[src/rtl/gpr_wr_arb.sv]
// gpr_wr_arb: arbitrates the register file's single write port between the
// single-cycle execute result (port A) and the variable-latency load result
// (port B), registers the winning write, and tracks which registers still
// have an outstanding load so decode can stall on them.
module gpr_wr_arb #(
   parameter int ADDR_W     = 5,
   parameter int DATA_W     = 32,
   parameter int REG_NUM    = 32,
   parameter int STARVE_MAX = 3
) (
   input  logic              clk,
   input  logic              reset,
   input  logic              a_valid,
   input  logic [ADDR_W-1:0] a_addr,
   input  logic [DATA_W-1:0] a_data,
   output logic              a_ready,
   input  logic              b_valid,
   input  logic [ADDR_W-1:0] b_addr,
   input  logic [DATA_W-1:0] b_data,
   output logic              b_ready,
   input  logic              rsv_valid,
   input  logic [ADDR_W-1:0] rsv_addr,
   input  logic [ADDR_W-1:0] q_addr0,
   input  logic [ADDR_W-1:0] q_addr1,
   output logic              q_busy0,
   output logic              q_busy1,
   output logic              we_,
   output logic [ADDR_W-1:0] w_addr,
   output logic [DATA_W-1:0] w_data
);

   // Counter just wide enough to hold STARVE_MAX; a zero limit still needs one bit.
   localparam int               CNT_W   = (STARVE_MAX > 0) ? $clog2(STARVE_MAX + 1) : 1;
   localparam logic [CNT_W-1:0] CNT_MAX = CNT_W'(STARVE_MAX);

   logic [CNT_W-1:0]   wait_cnt_q, wait_cnt_d;
   logic [REG_NUM-1:0] busy_q, busy_d;
   logic               we_q, we_d;
   logic [ADDR_W-1:0]  w_addr_q, w_addr_d;
   logic [DATA_W-1:0]  w_data_q, w_data_d;

   logic               b_starved;
   logic               grant_a;
   logic               grant_b;

   // Arbitration: A has priority unless B has waited STARVE_MAX cycles; nothing
   // is granted while reset is held so requesters never see a spurious ready.
   always_comb begin
      grant_a   = 1'b0;
      grant_b   = 1'b0;
      b_starved = (wait_cnt_q == CNT_MAX);
      if (reset) begin
         if (a_valid && !(b_valid && b_starved)) begin
            grant_a = 1'b1;
         end else if (b_valid) begin
            grant_b = 1'b1;
         end
      end
   end

   assign a_ready = grant_a;
   assign b_ready = grant_b;

   // Starvation counter: counts consecutive cycles B asked and lost, saturating.
   always_comb begin
      wait_cnt_d = '0;
      if (b_valid && !grant_b) begin
         if (wait_cnt_q == CNT_MAX) begin
            wait_cnt_d = wait_cnt_q;
         end else begin
            wait_cnt_d = wait_cnt_q + 1'b1;
         end
      end
   end

   // Write-port register: load the winner, otherwise drop we_ and hold the bus.
   always_comb begin
      we_d     = 1'b1;
      w_addr_d = w_addr_q;
      w_data_d = w_data_q;
      if (grant_a) begin
         we_d     = 1'b0;
         w_addr_d = a_addr;
         w_data_d = a_data;
      end else if (grant_b) begin
         we_d     = 1'b0;
         w_addr_d = b_addr;
         w_data_d = b_data;
      end
   end

   // Scoreboard: a B grant clears its register, then a reservation sets its
   // register, so a same-cycle set and clear leaves the new reservation in place.
   always_comb begin
      busy_d = busy_q;
      for (int i = 0; i < REG_NUM; i++) begin
         if (grant_b && (b_addr == ADDR_W'(i))) begin
            busy_d[i] = 1'b0;
         end
      end
      for (int i = 0; i < REG_NUM; i++) begin
         if (rsv_valid && (rsv_addr == ADDR_W'(i))) begin
            busy_d[i] = 1'b1;
         end
      end
   end

   // Decode queries look only at registered state, so a clear shows up the cycle after the grant.
   always_comb begin
      q_busy0 = 1'b0;
      q_busy1 = 1'b0;
      for (int i = 0; i < REG_NUM; i++) begin
         if (q_addr0 == ADDR_W'(i)) begin
            q_busy0 = busy_q[i];
         end
         if (q_addr1 == ADDR_W'(i)) begin
            q_busy1 = busy_q[i];
         end
      end
   end

   // State registers; reset drops any pending write and every reservation.
   always_ff @(posedge clk or negedge reset) begin
      if (!reset) begin
         wait_cnt_q <= '0;
         busy_q     <= '0;
         we_q       <= 1'b1;
         w_addr_q   <= '0;
         w_data_q   <= '0;
      end else begin
         wait_cnt_q <= wait_cnt_d;
         busy_q     <= busy_d;
         we_q       <= we_d;
         w_addr_q   <= w_addr_d;
         w_data_q   <= w_data_d;
      end
   end

   assign we_    = we_q;
   assign w_addr = w_addr_q;
   assign w_data = w_data_q;

endmodule

[config.mk]
export PLATFORM = sky130hd
export DESIGN_NAME = gpr_wr_arb
export DESIGN_NICKNAME = d
export VERILOG_FILES = /design/src/rtl/gpr_wr_arb.sv
export SDC_FILE = /design/constraint.sdc
export NUM_CORES = 1
export LEC_CHECK = 0
export BUFFER_PORTS_ARGS = -buffer_cell sky130_fd_sc_hd__buf_2
export CELL_PAD_IN_SITES_DETAIL_PLACEMENT = 1
export CELL_PAD_IN_SITES_GLOBAL_PLACEMENT = 2
export CORE_ASPECT_RATIO = 1.5
export CORE_MARGIN = 10
export CORE_UTILIZATION = 26
export CTS_CLUSTER_SIZE = 12
export DETAILED_ROUTE_END_ITERATION = 8
export GPL_TIMING_DRIVEN = 0
export PLACE_DENSITY = 0.76
export REMOVE_ABC_BUFFERS = 1
export SLEW_MARGIN = 20
export SYNTH_ARGS = -nofsm -noshare
export SYNTH_HDL_FRONTEND = slang
export SYNTH_SLANG_ARGS = --single-unit
[constraint.sdc]
create_clock -name clk -period 1.6 [get_ports clk]
set_input_delay 0.16 -clock clk [delete_from_list [all_inputs] [get_ports clk]]
set_output_delay 0.16 -clock clk [all_outputs]
set_load 0.005 [all_outputs]
* Word-level counts from Yosys, hierarchy flattened
Cells that the tools add are included.
W data, S select, Z words.
** Word-level totals
- Flip-flop bits (word level) :: 72
- Input bits :: 94
- Word-level logic and storage cells :: 410
- Output and inout bits :: 42
** Cells by class
- Eq/ne operators :: 126
- Reductions and logical operators :: 106
- Multiplexer cells :: 141
- Add/sub/neg operators :: 1
** Operators with widths (count)
- $eq A5 B5 Y1 const B :: 64
- $eq A5 B4 Y1 const B :: 32
- $mux W1 :: 135
- $eq A5 B3 Y1 const B :: 16
- $logic_and A1 B1 Y1 :: 67
- $reduce_bool A2 Y1 :: 33
- $mux W32 :: 2
- $eq A5 B2 Y1 const B :: 8
- $eq A5 B1 Y1 const B :: 4
- $logic_not A5 Y1 :: 4
- $mux W5 :: 2
- $mux W2 :: 2
- $add A2 B1 Y2 const B :: 1
- $eq A2 B2 Y1 const B :: 1
- $logic_not A1 Y1 :: 2
- $ne A2 B2 Y1 const B :: 1

* Depth between registers and ports, before layout
Gate-level depths: netlist of run 1.
- Word-level depth :: 33
- Depth in mapped cells :: 8
- Depth with buffers taken out :: 7

* Least setup slack after synthesis of run 1
No wires, ideal clock.
- Kind :: register -> register
- From :: register wait_cnt_q[0]
- To :: register busy_q[24]
- Arrival time :: 1490 ps
- Library setup time :: 131 ps
- Required time :: 1469 ps
- Cell stages (with the launch flop) :: 9
- Period minus slack after synthesis :: 1621 ps
- Setup slack :: -21 ps
- Path through :: dfrtp_1 ha_1 nand2b_1 nand3_1 buf_2 nor2_1 nand3_1 o21ai_0 o21ai_0
** Between the ends
- Longest elaborated chain between the ends :: 8
** Ends and longest elaborated chain
- start: declaration :: RTL line 36 : logic [CNT_W-1:0] wait_cnt_q, wait_cnt_d;
- start signal: assignment :: RTL line 131 : wait_cnt_q <= wait_cnt_d;
- $eq A2 B2 Y1 :: RTL line 51 : b_starved = (wait_cnt_q == CNT_MAX);
- $logic_and A1 B1 Y1 :: RTL line 53 : if (a_valid && !(b_valid && b_starved)) begin
- $logic_not A1 Y1 :: RTL line 53
- $logic_and A1 B1 Y1 :: RTL line 53
- $mux W1 :: RTL line 53
- $mux W1 :: RTL line 52 : if (reset) begin
- $logic_and A1 B1 Y1 :: RTL line 97 : if (grant_b && (b_addr == ADDR_W'(i))) begin
- $reduce_bool A2 Y1 (no line)
- end signal: assignment :: RTL line 132 : busy_q <= busy_d;
- end: declaration :: RTL line 37 : logic [REG_NUM-1:0] busy_q, busy_d;
Every way passes these cells.
A chain may end at the register's enable or synchronous reset.

* Worst setup path in the final report of run 1
- From :: register busy_q[21]
- To :: output q_busy0
** Between the ends
- Longest elaborated chain between the ends :: 11
** Ends and longest elaborated chain
- $mux W1 (11 in series) :: RTL line 113 : if (q_addr0 == ADDR_W'(i)) begin
- end: declaration :: RTL line 25 : output logic q_busy0,
Every way passes these cells.

==> reports/metrics.cfg, run 1 <==
[pwr]
power_consumption_mw=6.33
ir_drop_mv=0.644
static-leakage-power_nw=2.65
power.density_cell_area_nw_per_um2=1020

[place]
port_buffers=135
dpl_cell_area_um2=4890
dp_hpwl_mm=12.5
place_worst_setup_slack_ns=-1.51
place.gp.congestion=0.871

[worst_setup_path]
critPathCaptureType=primary output
worst-endpoint-arrival_ns=1.87
path_buf_inv=1
regToRegSetupSlack_ns=-0.11
cp_cell_sequence=a21oi_1 -> o311ai_2 -> a21oi_2 -> o41ai_2 -> buf_2
crit_family=compound AO/OA/AOI/OAI gates
crit_type=flip-flop to primary output
critical_path.startpoint_type=flip-flop
crit_path_top_delay_cell=sky130_fd_sc_hd__dfrtp_1
max_stage_delay_ns=0.45
critical_path_peak_fanout=4
required_ns=1.44

[synthesis]
asyncSetResetFlopFracSynth=1.00
ys_top_cells_by_area=sky130_fd_sc_hd__dfrtp_1, sky130_fd_sc_hd__o21ai_0, sky130_fd_sc_hd__o22ai_1
seq_area_frac_synth=0.442
synth-edff-count=0
synth_top_flop_cell=sky130_fd_sc_hd__dfrtp_1
syn_area_per_cell_um2=8.65
ys_seq_elements=72
synthCells=472
post_synth_instance_area_um2=4080
library_cell_with_the_largest_summed_area_after_synthesis=sky130_fd_sc_hd__dfrtp_1
yosys.cell_types.count=62
synthDominantCellAreaShare=0.435
synth_warn=0

[floorplan]
dieArea_um2=21200
pin_count=136
die_height_um=173
floorplan.die.width_um=122
floorplan.initialDensity=0.262
placeableCoreArea_um2=15600
core.rowCount=56

[run_status]
outcome=complete, but fails checks
violations=negative setup slack

[sta]
finalSetupViolations=68
max_slew_margin=0.606
report.final.slew_viol_count=0
final.setup.tns_ns=-4.55
fmax_mhz=493
clock-skew-final_ns=0.00810
hold_ws_ns=0.0263
finalWorstSetupSlack_ns=-0.428
timing.final.hold_violations=0
layout_min_cycle_time_ns=2.03
grt_setup_unrepaired=true
post-route-period-util=1.27
worst-slew-pin-transition_ns=0.591

[global_routing]
number_of_global_route_vias_before_repair=4996
global_route.overflow_total=0
grt_max_degree=42
grt_first_pass_wirelength_mm=27.7
antenna_found_initial=2
grt_use_total=0.165

[final_layout]
multi_input_combinational_cell_area_um2=2640
seq_area_um2=1800
post_route_cells_drive_above_1_share=0.453
synthToLayoutAreaGrowth_pct=52.4
layout.nets=723
layout.cell_area.non_filler_um2=6220
n_fill_cell=1831
antennaDiodeCount=0

[clock_network]
cts.htree.levels=3
tritoncts=done
cts_root_buf=sky130_fd_sc_hd__clkbuf_16
clock_insertion_delay_worst_skew_ns=0.34
tritoncts.num_buffers=9
cts_max_path_buffers=2
cts_num_sinks=72
cts_clk_pin_slew_worst_paths_ns=0.06

[worst_hold_path]
worstHoldPathType=input pin to flip-flop

[drt]
dr.first_iter.drc_count=211
firstDrtPassIters=4
routed_wire_length_per_instance_um=22.0
route.detailed.vias_per_inst=5.35
wl_mm=18.4
vias=4470
drc=0
drtAntennaViolNets=0

[flow_run]
cap_violations=0

logic make-up (layout without fill, tap and decap cells):
kind of cell	Yosys count	in the layout	share of synthesized area
AO/OA/AOI/OAI	197	197	0.297
AND/OR/NAND/NOR	151	151	0.175
multiplexers	12	12	0.0322
XOR/XNOR	1	1	0.00215
adder cells (fa/ha/maj)	1	1	0.00306
flip-flops	72	72	0.442
buffers and inverters	38	199	0.0493
metal layers:
layer,up-vias,global-route usage,share of wire
li1,2069,-,-
met1,2212,0.182,0.38
met2,152,0.282,0.52
met3,33,0.0633,0.074
met4,4,0.0552,0.028
met5,-,0,0.0014
stage by stage:
| stage | instances | util |
|---|---|---|
| 6_report | 836 | 0.400 |
| 5_1_grt | 836 | 0.400 |
| 4_1_cts | 823 | 0.360 |
| 3_5_place_dp | 785 | 0.314 |
| 3_3_place_gp | 784 | 0.313 |
| 2_1_floorplan | 446 | - |
registers in the layout, indices dropped and copies added (netlist names):
register    count
w_data         32
wait_cnt_q      2
w_addr          5
we_             1
busy_q         32
placed cells by master, fill, tap and decap left out, drive strengths merged, types with 4 or more instances in the layout:
master  count
nand2b     10
o22ai      39
clkbuf     15
inv        11
o21ai     106
clkinv      6
dfrtp      71
nand2      59
mux2        6
nor2b      16
nor2       31
a21oi      11
mux2i       6
a32oi       6
nor3        4
buf       163
a22oi       6
nand3      13
repair_timing:
action / in CTS / in global routing
pin swaps: 27 / 78
setup buffers: 19 / 9
gates cloned: 3 / 3
endpoints found under the setup margin: 74 / 73
resized for setup: 100 / 145
endpoints found under the hold margin: 37 / 37
worst min-delay path: stages:
cell and delay (ns):
sky130_fd_sc_hd__buf_2 0.07, sky130_fd_sc_hd__nand2_1 0.04, sky130_fd_sc_hd__o21ai_1 0.06
synthesized netlist by cell type, types with 3 or more instances:
cell                         n
sky130_fd_sc_hd__clkbuf_1    7
sky130_fd_sc_hd__buf_1       3
sky130_fd_sc_hd__nand3_1    13
sky130_fd_sc_hd__nand3b_1    3
sky130_fd_sc_hd__o22ai_1    39
sky130_fd_sc_hd__buf_6       3
sky130_fd_sc_hd__inv_1       8
sky130_fd_sc_hd__o21ai_0   103
sky130_fd_sc_hd__mux2_2      5
sky130_fd_sc_hd__a31oi_1     3
sky130_fd_sc_hd__buf_2      10
sky130_fd_sc_hd__a22oi_1     6
sky130_fd_sc_hd__mux2i_1     6
sky130_fd_sc_hd__or3_1       3
sky130_fd_sc_hd__nor2b_1    16
sky130_fd_sc_hd__a32oi_1     6
sky130_fd_sc_hd__buf_4       3
sky130_fd_sc_hd__nor3_1      4
sky130_fd_sc_hd__a21oi_1    10
sky130_fd_sc_hd__nand2_1    59
sky130_fd_sc_hd__dfrtp_1    71
sky130_fd_sc_hd__nor2_1     31
sky130_fd_sc_hd__nand2b_1   10
path summary, 6_finish.rpt:
kind	to	depth (start not counted)	startpoint
max	q_busy0	5	busy_q[21]
min	w_data[2]	3	a_data[2]
max reg2reg	busy_q[17]	8	wait_cnt_q[0]
min reg2reg	w_addr[2]	2	w_addr[2]
max in group asynchronous	we_	3	reset
min in group asynchronous	w_data[21]	3	reset
cell type report:
cell class / instances / share of cell area
multi-input combinational: 362 / 0.424
sequential: 72 / 0.290
timing repair buffer: 165 / 0.168
clock buffer: 14 / 0.0424
tap: 203 / 0.0408
inverter: 12 / 0.0145
timing repair inverter: 6 / 0.0141
clock inverter: 2 / 0.00603
power by group:
group,switching (mW),total (mW),internal (mW)
combinational,0.895,1.71,0.819
clock,0.761,2.05,1.29
sequential,0.392,2.57,2.17
total,2.05,6.33,4.29
Power figures use the tool's default switching activity.
==> inputs of run 2 (changes only) <==
SETUP_SLACK_MARGIN = 0.02   (was not set)
TNS_END_PERCENT = 10   (was not set)
==> run 2 against run 1 <==
Effect of this change:
- the flow still finishes with violations (negative setup slack)
- die area unchanged
- maximum frequency up 1.0%
- clock-buffer cell count unchanged
- utilization down 3.5 points
- clock skew down 0.00085 ns
==> reports/metrics.cfg, run 2 (synthesis gave the netlist of run 1 again) <==
[run_status]
outcome=complete, but fails checks
violations=negative setup slack

[sta]
finalSetupViolations=27
max_slew_margin=0.662
post-route-period-util=1.25
fmax_mhz=498
report.final.slew_viol_count=0
grt_setup_unrepaired=true
final.setup.tns_ns=-3.07
hold_ws_ns=0.0241
timing.final.hold_violations=0
clock-skew-final_ns=0.00724
layout_min_cycle_time_ns=2.01
worst-slew-pin-transition_ns=0.505
finalWorstSetupSlack_ns=-0.407

[floorplan]
dieArea_um2=21200
die_height_um=173
floorplan.initialDensity=0.262
floorplan.die.width_um=122
pin_count=136
placeableCoreArea_um2=15600
core.rowCount=56

[drt]
wl_mm=17.3
dr.first_iter.drc_count=166
route.detailed.vias_per_inst=5.29
drtAntennaViolNets=0
vias=4396
drc=0
firstDrtPassIters=4
routed_wire_length_per_instance_um=20.8

[final_layout]
layout.cell_area.non_filler_um2=5680
n_fill_cell=1875
most-common-layout-cells=sky130_fd_sc_hd__buf_2, sky130_fd_sc_hd__dfrtp_1, sky130_fd_sc_hd__o21ai_0
layout.cells.most_common=sky130_fd_sc_hd__buf_2
post-route-util=0.365
post_route_cells_drive_above_1_share=0.356
layout.nets=716
stdcell_count=831
seq_area_um2=1800
synthToLayoutAreaGrowth_pct=39.1
multi_input_combinational_cell_area_um2=2270

[place]
place.detailed.instances=785
place.gp.congestion=0.871
dp_hpwl_mm=12.5
port_buffers=135
dpl_cell_area_um2=4890
place_worst_setup_slack_ns=-1.51

[clock_network]
tritoncts.num_buffers=9
cts_root_buf=sky130_fd_sc_hd__clkbuf_16
cts_max_path_buffers=2
cts_clk_pin_slew_worst_paths_ns=0.06
cts.htree.levels=3
tritoncts=done
cts_num_sinks=72
clock_insertion_delay_worst_skew_ns=0.34

[worst_setup_path]
rr_worst_depth=7
regToRegStartpoint=wait_cnt_q[0]
worstReg2RegEnd=busy_q[26]
critical_path.startpoint_type=flip-flop
worst-endpoint-arrival_ns=1.85
regToRegSetupSlack_ns=0.01
crit_type=flip-flop to primary output
max_stage_delay_ns=0.43
critPathCaptureType=primary output
cp_cell_sequence=a21oi_1 -> o311ai_2 -> a21oi_2 -> o41ai_2 -> buf_2
critical_path_peak_fanout=4
crit_path_top_delay_cell=sky130_fd_sc_hd__dfrtp_1
required_ns=1.44

[flow_run]
cap_violations=0

[global_routing]
number_of_global_route_vias_before_repair=4868
grt_use_total=0.160
grt_max_degree=42
grt_first_pass_wirelength_mm=26.9
global_route.overflow_total=0
antenna_found_initial=3

[worst_hold_path]
hold_start=a_data[0]
hold_path_depth=3
worstHoldPathType=input pin to flip-flop
hold-path-endpoint=w_data[0]

[pwr]
power_consumption_mw=6.03
static-leakage-power_nw=2.45
power.density_cell_area_nw_per_um2=1060
ir_drop_mv=0.555

## run 2: worst max path at each step
stage / from / depth (start not counted) / end / slack (ns)
2_1_floorplan: wait_cnt_q[0] / 7 / busy_q[29] / -0.61
3_3_place_gp: reset / 6 / busy_q[22] / -2.25
3_5_place_dp: wait_cnt_q[0] / 7 / busy_q[22] / -1.51
4_1_cts: busy_q[4] / 6 / q_busy0 / -0.50
5_1_grt: busy_q[0] / 7 / q_busy0 / -0.50
6_report: busy_q[21] / 5 / q_busy0 / -0.41
## run 2: timing repair
item,CTS,global route
pin swaps,9,18
gates resized for setup,36,63
buffers inserted,7,15
cloned,2,2
setup endpoints to repair,74,66
hold endpoints to repair,37,37
## run 2: area by class of cell
type,instances,area share
clock buffers,14,0.0465
clock inverters,2,0.00661
repair inverters,4,0.00705
well taps,203,0.0447
diodes,2,0.000881
repair buffers,160,0.163
multi-input cells,362,0.399
flip-flops and latches,72,0.318
inverters,12,0.0139
## run 2: where the power goes
part,switching (mW),internal (mW)
Sequential,0.342,2.17
Clock,0.741,1.29
Combinational,0.799,0.680
## run 2: worst max-delay path, delay by kind of cell, from the launching register on
kind / cells / cell delay (ns)
DFF: 1 / 0.43
buffers and inverters: 1 / 0.17
AOI/OAI and AO/OA: 4 / 0.91
## run 2: per-layer routing
metal | part of all wire | GRT usage | wire length, um
met1 | 0.38 | 0.179 | 6620
met2 | 0.51 | 0.269 | 8850
met3 | 0.083 | 0.0646 | 1430
met4 | 0.022 | 0.0498 | 376
met5 | 0.0020 | 0 | 34
